File: config.mk
export PLATFORM = sky130hd
export DESIGN_NAME = ballot_collector
export DESIGN_NICKNAME = d
export VERILOG_FILES = /design/src/rtl/ballot_pkg.sv /design/src/rtl/switch_debounce.sv /design/src/rtl/ballot_collector.sv
export SDC_FILE = /design/constraint.sdc
export NUM_CORES = 1
export LEC_CHECK = 0
export CORE_UTILIZATION = 45
export CTS_CLUSTER_DIAMETER = 50
export DETAILED_ROUTE_END_ITERATION = 8
export GPL_TIMING_DRIVEN = 0
export HOLD_SLACK_MARGIN = 0.1
export PLACE_DENSITY = 0.75
export SLEW_MARGIN = 20
export SYNTH_ARGS = -nofsm -noshare
export SYNTH_HDL_FRONTEND = slang
export SYNTH_SLANG_ARGS = --single-unit
File: constraint.sdc
create_clock -name clk -period 1.9 [get_ports clk]
set_input_delay 0.19 -clock clk [delete_from_list [all_inputs] [get_ports clk]]
set_output_delay 0.19 -clock clk [all_outputs]
set_load 0.005 [all_outputs]
File: src/rtl/ballot_pkg.sv
// ----------------------------------------------------------------------------
// ballot_pkg
//  Shared definitions for the ballot collector front-end:
//   - voter count (tied to the 4-bit voter_switch.I input)
//   - default debounce / session timeout constants
//   - session state type and its fixed encoding
//   - small helper for the "everyone has voted" test
// ----------------------------------------------------------------------------
package ballot_pkg;

    localparam int N_VOTERS                = 4;
    localparam int DEFAULT_DEBOUNCE_CYCLES = 4;
    localparam int DEFAULT_TIMEOUT_CYCLES  = 1000;

    // Encoding is fixed; 2'b11 is unused and recovers to IDLE.
    typedef enum logic [1:0] {
        ST_IDLE = 2'b00,
        ST_OPEN = 2'b01,
        ST_DONE = 2'b10
    } state_t;

    function automatic logic all_voted(input logic [N_VOTERS-1:0] mask);
        return &mask;
    endfunction

endpackage

File: src/rtl/switch_debounce.sv
// ----------------------------------------------------------------------------
// switch_debounce
//  Conditions one raw, asynchronous switch bit.
//  A 2-flop synchroniser feeds a stability counter; the debounced level only
//  follows the synchronised input after DEBOUNCE_CYCLES consecutive cycles of
//  disagreement, and any bounce back restarts the count. A registered pulse
//  marks each 0->1 change of the debounced level, asserted in the same cycle
//  the new level becomes visible.
//
// Ports
//  clk    in   1  system clock, rising edge
//  rst_n  in   1  asynchronous active-low reset
//  raw    in   1  raw switch input (asynchronous)
//  level  out  1  debounced level
//  rise   out  1  one-cycle pulse on debounced 0->1
// ----------------------------------------------------------------------------
module switch_debounce #(
    parameter int DEBOUNCE_CYCLES = 4
) (
    input  logic clk,
    input  logic rst_n,
    input  logic raw,
    output logic level,
    output logic rise
);

    // Sized to hold DEBOUNCE_CYCLES-1 even when DEBOUNCE_CYCLES is 1.
    localparam int              CNT_W    = $clog2(DEBOUNCE_CYCLES + 1);
    localparam logic [CNT_W-1:0] CNT_LAST = CNT_W'(DEBOUNCE_CYCLES - 1);

    logic             sync1_reg;
    logic             sync2_reg;
    logic             level_reg;
    logic             level_next;
    logic             rise_reg;
    logic [CNT_W-1:0] cnt_reg;
    logic [CNT_W-1:0] cnt_next;

    // The count tracks how many consecutive cycles the synced input has
    // disagreed with the debounced level; agreement clears it.
    always_comb begin
        level_next = level_reg;
        cnt_next   = '0;
        if (sync2_reg != level_reg) begin
            if (cnt_reg == CNT_LAST) begin
                level_next = sync2_reg;
            end else begin
                cnt_next = cnt_reg + CNT_W'(1);
            end
        end
    end

    always_ff @(posedge clk or negedge rst_n) begin
        if (!rst_n) begin
            sync1_reg <= 1'b0;
            sync2_reg <= 1'b0;
            level_reg <= 1'b0;
            cnt_reg   <= '0;
            rise_reg  <= 1'b0;
        end else begin
            sync1_reg <= raw;
            sync2_reg <= sync1_reg;
            level_reg <= level_next;
            cnt_reg   <= cnt_next;
            rise_reg  <= level_next & ~level_reg;
        end
    end

    assign level = level_reg;
    assign rise  = rise_reg;

endmodule

File: src/rtl/ballot_collector.sv
// ----------------------------------------------------------------------------
// ballot_collector
//  Voting machine front-end. Debounces each voter's cast pushbutton and yes/no
//  switch, runs one session per start pulse, latches one vote per voter and
//  presents the frozen ballot word until the consumer acknowledges it.
//
// Ports
//  clk           in   1         system clock, rising edge
//  rst_n         in   1         asynchronous active-low reset
//  start         in   1         opens a session when IDLE
//  ack           in   1         consumer took the ballot; DONE -> IDLE
//  sw_cast       in   N_VOTERS  raw cast pushbuttons, active-high
//  sw_yes        in   N_VOTERS  raw yes(1)/no(0) switches
//  ballot        out  N_VOTERS  latched votes (non-voters read as no)
//  voted         out  N_VOTERS  voter i has cast this session
//  ballot_valid  out  1         high while in DONE
//  timed_out     out  1         session closed by timeout
//  busy          out  1         state != IDLE
// ----------------------------------------------------------------------------
module ballot_collector
    import ballot_pkg::*;
#(
    parameter int DEBOUNCE_CYCLES = DEFAULT_DEBOUNCE_CYCLES,
    parameter int TIMEOUT_CYCLES  = DEFAULT_TIMEOUT_CYCLES
) (
    input  logic                clk,
    input  logic                rst_n,
    input  logic                start,
    input  logic                ack,
    input  logic [N_VOTERS-1:0] sw_cast,
    input  logic [N_VOTERS-1:0] sw_yes,
    output logic [N_VOTERS-1:0] ballot,
    output logic [N_VOTERS-1:0] voted,
    output logic                ballot_valid,
    output logic                timed_out,
    output logic                busy
);

    localparam int            TW         = $clog2(TIMEOUT_CYCLES);
    localparam logic [TW-1:0] TIMER_LAST = TW'(TIMEOUT_CYCLES - 1);

    // ------------------------------------------------------------------
    // Input conditioning
    // ------------------------------------------------------------------
    logic [N_VOTERS-1:0] cast_level;
    logic [N_VOTERS-1:0] cast_rise;
    logic [N_VOTERS-1:0] yes_level;
    // Yes switches are sampled as levels; their rise pulses have no consumer.
    logic [N_VOTERS-1:0] unused_yes_rise;

    genvar gi;
    generate
        for (gi = 0; gi < N_VOTERS; gi++) begin : g_voter
            switch_debounce #(
                .DEBOUNCE_CYCLES(DEBOUNCE_CYCLES)
            ) u_cast_db (
                .clk   (clk),
                .rst_n (rst_n),
                .raw   (sw_cast[gi]),
                .level (cast_level[gi]),
                .rise  (cast_rise[gi])
            );

            switch_debounce #(
                .DEBOUNCE_CYCLES(DEBOUNCE_CYCLES)
            ) u_yes_db (
                .clk   (clk),
                .rst_n (rst_n),
                .raw   (sw_yes[gi]),
                .level (yes_level[gi]),
                .rise  (unused_yes_rise[gi])
            );
        end
    endgenerate

    // Only the edge of the cast button matters; holding it has no effect.
    logic [N_VOTERS-1:0] unused_cast_level;
    assign unused_cast_level = cast_level;

    // ------------------------------------------------------------------
    // Session FSM, timer and ballot registers
    // ------------------------------------------------------------------
    state_t              state_reg,     state_next;
    logic [TW-1:0]       timer_reg,     timer_next;
    logic [N_VOTERS-1:0] ballot_reg,    ballot_next;
    logic [N_VOTERS-1:0] voted_reg,     voted_next;
    logic                timed_out_reg, timed_out_next;
    logic [N_VOTERS-1:0] accept;

    // A cast counts only once per voter per session.
    assign accept = cast_rise & ~voted_reg;

    always_comb begin
        state_next     = state_reg;
        timer_next     = timer_reg;
        ballot_next    = ballot_reg;
        voted_next     = voted_reg;
        timed_out_next = timed_out_reg;

        unique case (state_reg)
            ST_IDLE: begin
                if (start) begin
                    state_next     = ST_OPEN;
                    timer_next     = '0;
                    ballot_next    = '0;
                    voted_next     = '0;
                    timed_out_next = 1'b0;
                end
            end

            ST_OPEN: begin
                timer_next  = timer_reg + TW'(1);
                ballot_next = (ballot_reg & ~accept) | (yes_level & accept);
                voted_next  = voted_reg | accept;
                // Casts landing on the timeout cycle still count, and a full
                // ballot on that same cycle is reported as a normal close.
                if (all_voted(voted_next)) begin
                    state_next     = ST_DONE;
                    timed_out_next = 1'b0;
                end else if (timer_reg == TIMER_LAST) begin
                    state_next     = ST_DONE;
                    timed_out_next = 1'b1;
                end
            end

            ST_DONE: begin
                // A start arriving with ack only closes; a fresh start is needed.
                if (ack) begin
                    state_next = ST_IDLE;
                end
            end

            default: begin
                state_next = ST_IDLE;
            end
        endcase
    end

    always_ff @(posedge clk or negedge rst_n) begin
        if (!rst_n) begin
            state_reg     <= ST_IDLE;
            timer_reg     <= '0;
            ballot_reg    <= '0;
            voted_reg     <= '0;
            timed_out_reg <= 1'b0;
        end else begin
            state_reg     <= state_next;
            timer_reg     <= timer_next;
            ballot_reg    <= ballot_next;
            voted_reg     <= voted_next;
            timed_out_reg <= timed_out_next;
        end
    end

    assign ballot       = ballot_reg;
    assign voted        = voted_reg;
    assign timed_out    = timed_out_reg;
    assign ballot_valid = (state_reg == ST_DONE);
    assign busy         = (state_reg != ST_IDLE);

endmodule

# ---- Word-level counts from Yosys, hierarchy flattened
# Cells that the tools add are included.
dict set report classes {
  n_addsub 9
  eq_ne 22
  mux 38
  bitwise 15
  reduce_logical 11
}
# operator n
set ops {}
lappend ops {{3-bit two-way mux} 16}
lappend ops {{3-bit by 1-bit adder with 3-bit output (second input constant)} 8}
lappend ops {{3-bit by 2-bit == test with 1-bit output (second input constant)} 8}
lappend ops {{10-bit case mux with 2 select lines} 1}
lappend ops {{4-bit case mux with 2 select lines} 2}
lappend ops {{4-bit AND} 3}
lappend ops {{1-bit two-way mux} 11}
lappend ops {{10-bit by 1-bit adder with 10-bit output (second input constant)} 1}
lappend ops {{10-bit == test (second input constant)} 1}
lappend ops {{10-bit two-way mux} 1}
lappend ops {{2-bit AND reduction} 5}
lappend ops {{2-bit two-way mux} 4}
lappend ops {{1-bit != test} 8}
lappend ops {{4-bit inverter} 2}
lappend ops {{4-bit OR} 2}
lappend ops {{2-bit case mux with 3 select lines} 1}
lappend ops {{3-bit AND reduction} 2}
lappend ops {{1-bit AND} 4}
lappend ops {{4-bit two-way mux} 1}
lappend ops {{2-bit != test (second input constant)} 2}
lappend ops {{1-bit inverter} 4}
lappend ops {{4-bit AND reduction} 1}
lappend ops {{2-bit nonzero test} 2}
lappend ops {{3-bit != test (second input constant)} 1}
lappend ops {{4 further kinds} 4}
dict set report word_totals {
  reg_bits 73
  in_bits 12
  out_inout_bits 11
}

# ---- Depth between registers and ports, before layout
# Gate-level depths: netlist of run 1.
dict set report logic_depth {
  word_depth 6
  mapped_depth 6
  mapped_depth_nobuf 4
}

# ---- Hierarchy
# Synthesis of run 1 repeated with hierarchy kept, for this count alone.
dict set report unflattened {
  hier_cells 227
  area_unflattened_um2 3084.2
}
# module instances cells_per_inst area_per_inst_um2 seq_area_each_um2
set by_module_without_submodules {}
lappend by_module_without_submodules {{switch_debounce (g_voter[0].u_yes_db ...)} 7 15 256.5 175.2}
lappend by_module_without_submodules {ballot_collector 1 107 1037.2 525.5}
lappend by_module_without_submodules {{switch_debounce (g_voter[0].u_cast_db)} 1 15 251.5 175.2}

# ---- Worst setup path before layout of run 1
# Ideal clock, no wire load.
dict set report synth_timing {
  path_type {register to register}
  from {register timer_reg[0]}
  to {register timer_reg[8]}
  setup_ps 69
  arrival_time_ps 1260
  t_required_ps 1831
  path_slack_ps 570
  path_stages_with_launch 5
  path_buffers 0
  period_less_slack_ps 1330
  path_cell_list {dfrtp_1 > ha_1 > nand3_1 > or4_1 > nand3_1}
}
dict set report synth_via {
  elab_chain_cells 2
}
# element line_no
set synth_lines {}
lappend synth_lines {{start: declaration} ballot_collector.sv:84} ;# logic [TW-1:0] timer_reg, timer_next;
lappend synth_lines {{start signal: assignment} ballot_collector.sv:148} ;# timer_reg <= timer_next;
lappend synth_lines {{10-bit by 1-bit adder with 10-bit output} ballot_collector.sv:112} ;# timer_next = timer_reg + TW'(1);
lappend synth_lines {{10-bit case mux with 2 select lines} ballot_collector.sv:100} ;# unique case (state_reg)
# Every way passes these cells.
# A chain may end at the register's enable or synchronous reset.

# ---- Worst setup path after layout of run 1
dict set report layout_timing {
  from {register state_reg[0]}
  to {output port busy}
}
dict set report layout_via {
  elab_chain_cells 1
}
# element line_no
set layout_lines {}
lappend layout_lines {{start: declaration} ballot_collector.sv:83} ;# state_t state_reg, state_next;
lappend layout_lines {{start signal: assignment} ballot_collector.sv:147} ;# state_reg <= state_next;
lappend layout_lines {{2-bit nonzero test} ballot_collector.sv:159} ;# assign busy = (state_reg != ST_IDLE);
lappend layout_lines {{end: declaration} ballot_collector.sv:36} ;# output logic busy
# Every way passes these cells.

==> key figures, run 1 <==
Run status
  – Run status: completed

Final layout
  – Layout Cells excl Fill: 344
  – Final #Nets: 284
  – Reg area: 1827 um2
  – Final Util: 55.33%
  – Footprint of the multi-input gates: 1072 um2
  – Layout fillers: 522
  – Ant. Diodes: 0
  – Share of cells above drive strength 1: 11.61%
  – Synth-to-layout area growth: 19.03%

Worst setup path
  – Reg2Reg Capture Point: timer_reg[8]$_DFFE_PN0P_
  – Slowest CP cell: clkdlybuf4s50_1
  – Reg2Reg Setup Slack: 0.44 ns
  – CP startpoint kind: register
  – CP peak stage delay: 0.44 ns
  – RR Startpoint: timer_reg[0]$_DFFE_PN0P_
  – Crit path buffers/inverters: 2
  – Worst-path fanout max: 10
  – Reg2Reg Depth: 4
  – Critical path class: reg2out
  – WP data arrival: 1.57 ns
  – Crit. End Element: output port
  – Req. time, crit path: 1.71 ns
  – Crit path cell chain: buf_6 -> or2_2 -> clkdlybuf4s50_1
  – Kind of cell adding the most delay to the critical path: buffers and inverters

Clock network
  – CTS resizes: 0
  – TritonCTS clock tree: built
  – Clk slew on worst S/H paths: 0.07 ns
  – Longest Clk Path Bufs: 2
  – Clock Latency Late Sink: 0.34 ns
  – Root Driver: clkbuf_8
  – Total CTS buffers: 9
  – # clock sinks: 73
  – Htree depth: 3

Timing
  – Final worst path period share: 92.84%
  – Worst setup margin: 0.1361 ns
  – Final count of pins violating max slew: 0
  – Min Tclk post-route: 1.764 ns
  – Fmax achieved: 566.9 MHz
  – Clock Skews: 0.008160 ns
  – Least-Margin Pin Slew: 0.5318 ns
  – Slew HR: 64.48%
  – RSZ-0062 raised after global routing: no
  – Setup Viol. Count Final: 0
  – Final Hold Fails: 0

Drt
  – Via density per instance: 5.462
  – Vias: 1879
  – Routed WL per cell: 14.06 um
  – Remaining DRCs: 0
  – DRT Pass-1 Iters: 4
  – Detail Route Antenna Nets: 0
  – WL final: 4837 um
  – Initial drt markers: 85

Global routing
  – Initial antenna violation count: 0
  – Met1 Use GR: 19.97%
  – Total GRT Usage: 15.76%
  – Global route total overflow: 0
  – Largest net degree at the start of global routing: 57
  – First-pass GRT wire length: 8445 um
  – GR peak layer: met2
  – Met3 Use GR: 3.579%
  – Vias in the first global route: 1871
  – Met2 GRT Util: 24.52%

Place
  – Placer congestion estimate: 0.7816
  – Pre-CTS setup slack: 0.3974 ns
  – Port-buffer cells: 22
  – HPWL Detailed: 3252 um
  – Placed cell count: 328

Logic synthesis
  – Cell area after synthesis: 2952 um2
  – Post-synth net total: 249
  – Yosys warnings: 0
  – Synth cell count leaders: dfrtp_1, nor2b_1, nor3b_1
  – Post-synth EDFFs: 0
  – Syn Area/Cell: 12.95 um2
  – Top cell type by total area after synthesis: dfrtp_1
  – Top cells by area, synth: dfrtp_1, ha_1, nor2b_1
  – FFs w/ async S/R, synth: 100.0%
  – Synth Instances: 228
  – Sequential fraction of the synthesis area: 61.89%
  – Main synth FF type: dfrtp_1
  – Number of library cell types mapped by synthesis: 40
  – Seq cells post-synth: 73
  – Synth top area share: 61.89%
  – Most common cell in the netlist: dfrtp_1

Hold path
  – Class of the most critical hold timing path: in2async

Floorplan
  – Die H: 82.99 um
  – Chip width: 82.99 um
  – Die area: 6887 um2
  – Core Box Area: 6350 um2
  – Initial core utilization: 46.48%
  – Boundary pin count: 23
  – Cell Rows: 29

Pwr
  – Pleak: 1.605 nW
  – Max VDD drop: 0.6922 mV
  – P per Cell Area: 1418 nW/um2

Flow run
  – Max_cap viols: 0
## through the flow
step	total power, W	cell area, um2	hold WS (ns)	setup TNS (ns)
after floorplan	0.003224	2952	-0.1056	0
after CTS	0.005034	3513	0.2555	0
after global routing	0.005311	3513	0.2694	0
final	0.004981	3513	0.2610	0
after global placement	0.003628	3268	0.3322	-132.08
after detailed placement	0.003719	3293	0.08768	0
## layout by cell type (no fill, tap or decap), types with 8 or more instances in the layout
cell             netlist  final
nand2_1                9      9
nor3b_1               15     15
clkbuf_8               0     10
xnor2_1                8      8
nor3_1                 8      8
dfrtp_1               73     73
ha_1                   9      9
mux2_2                 8      8
nor2b_1               18     18
clkdlybuf4s50_1        0     21
o21ai_0               13     13
## kinds of logic (layout without fill, tap and decap cells)
logic type	after synthesis	after routing	synth area share, %
simple gates	83	83	17.51
flops	73	73	61.89
compound gates	38	38	9.241
fa+ha+maj	9	9	3.815
mux	9	9	3.391
xor+xnor	8	8	2.374
buf+inv	8	47	1.780
## what timing repair did
item                       4_1_cts  5_1_grt
buffers inserted                 0        0
hold buffers                     1        0
setup endpoints to repair        0        0
hold endpoints to repair        73        0
## where the power goes
part / total, W / switching, W / internal, W
registers: 0.00223 / 0.000298 / 0.00194
clock network: 0.00129 / 0.000527 / 0.000767
logic: 0.00145 / 0.000714 / 0.000739
total: 0.00498 / 0.00154 / 0.00344
## worst reg2reg max path, cell delays in order, from the launching register on
cell and delay (ns):
dfrtp_1 0.39, ha_1 0.23, nand3_1 0.16, or4_1 0.52, nand3_1 0.09
## how the worst max path moves through the flow
stage | from | end | slack, ns | depth (start not counted)
floorplan | timer_reg[0]$_DFFE_PN0P_ | timer_reg[8]$_DFFE_PN0P_ | 0.57 | 4
global placement | rst_n | g_voter[0].u_yes_db.cnt_reg[0]$_DFF_PN0_ | -1.81 | 1
detailed placement | start | voted[3]$_DFFE_PN0P_ | 0.40 | 5
CTS | state_reg[0]$_DFFE_PN0P_ | busy | 0.12 | 3
global route | state_reg[0]$_DFFE_PN0P_ | busy | 0.09 | 3
finish | state_reg[0]$_DFFE_PN0P_ | busy | 0.14 | 3
## area by class of cell
class / instances / area share (%)
buffer: 7 / 1.389
clock buffer: 12 / 4.131
clock inverter: 3 / 1.852
inverter: 1 / 0.1068
multi-input combinational: 147 / 30.52
sequential: 73 / 51.99
tap: 77 / 2.742
timing repair buffer: 24 / 7.265
## per-layer routing
layer | wire (um) | vias to the layer above
met5 | 0 | -
met4 | 144 | 0
li1 | - | 891
met3 | 217 | 15
met1 | 2227 | 928
met2 | 2248 | 45
No activity file was read; power rests on OpenSTA's default activity.
==> run 2: changes to the inputs <==
Settings changed: SLEW_MARGIN 20 to 10.
==> results of run 2 <==
The final DEF is identical to that of run 1; final timing and power are the same.
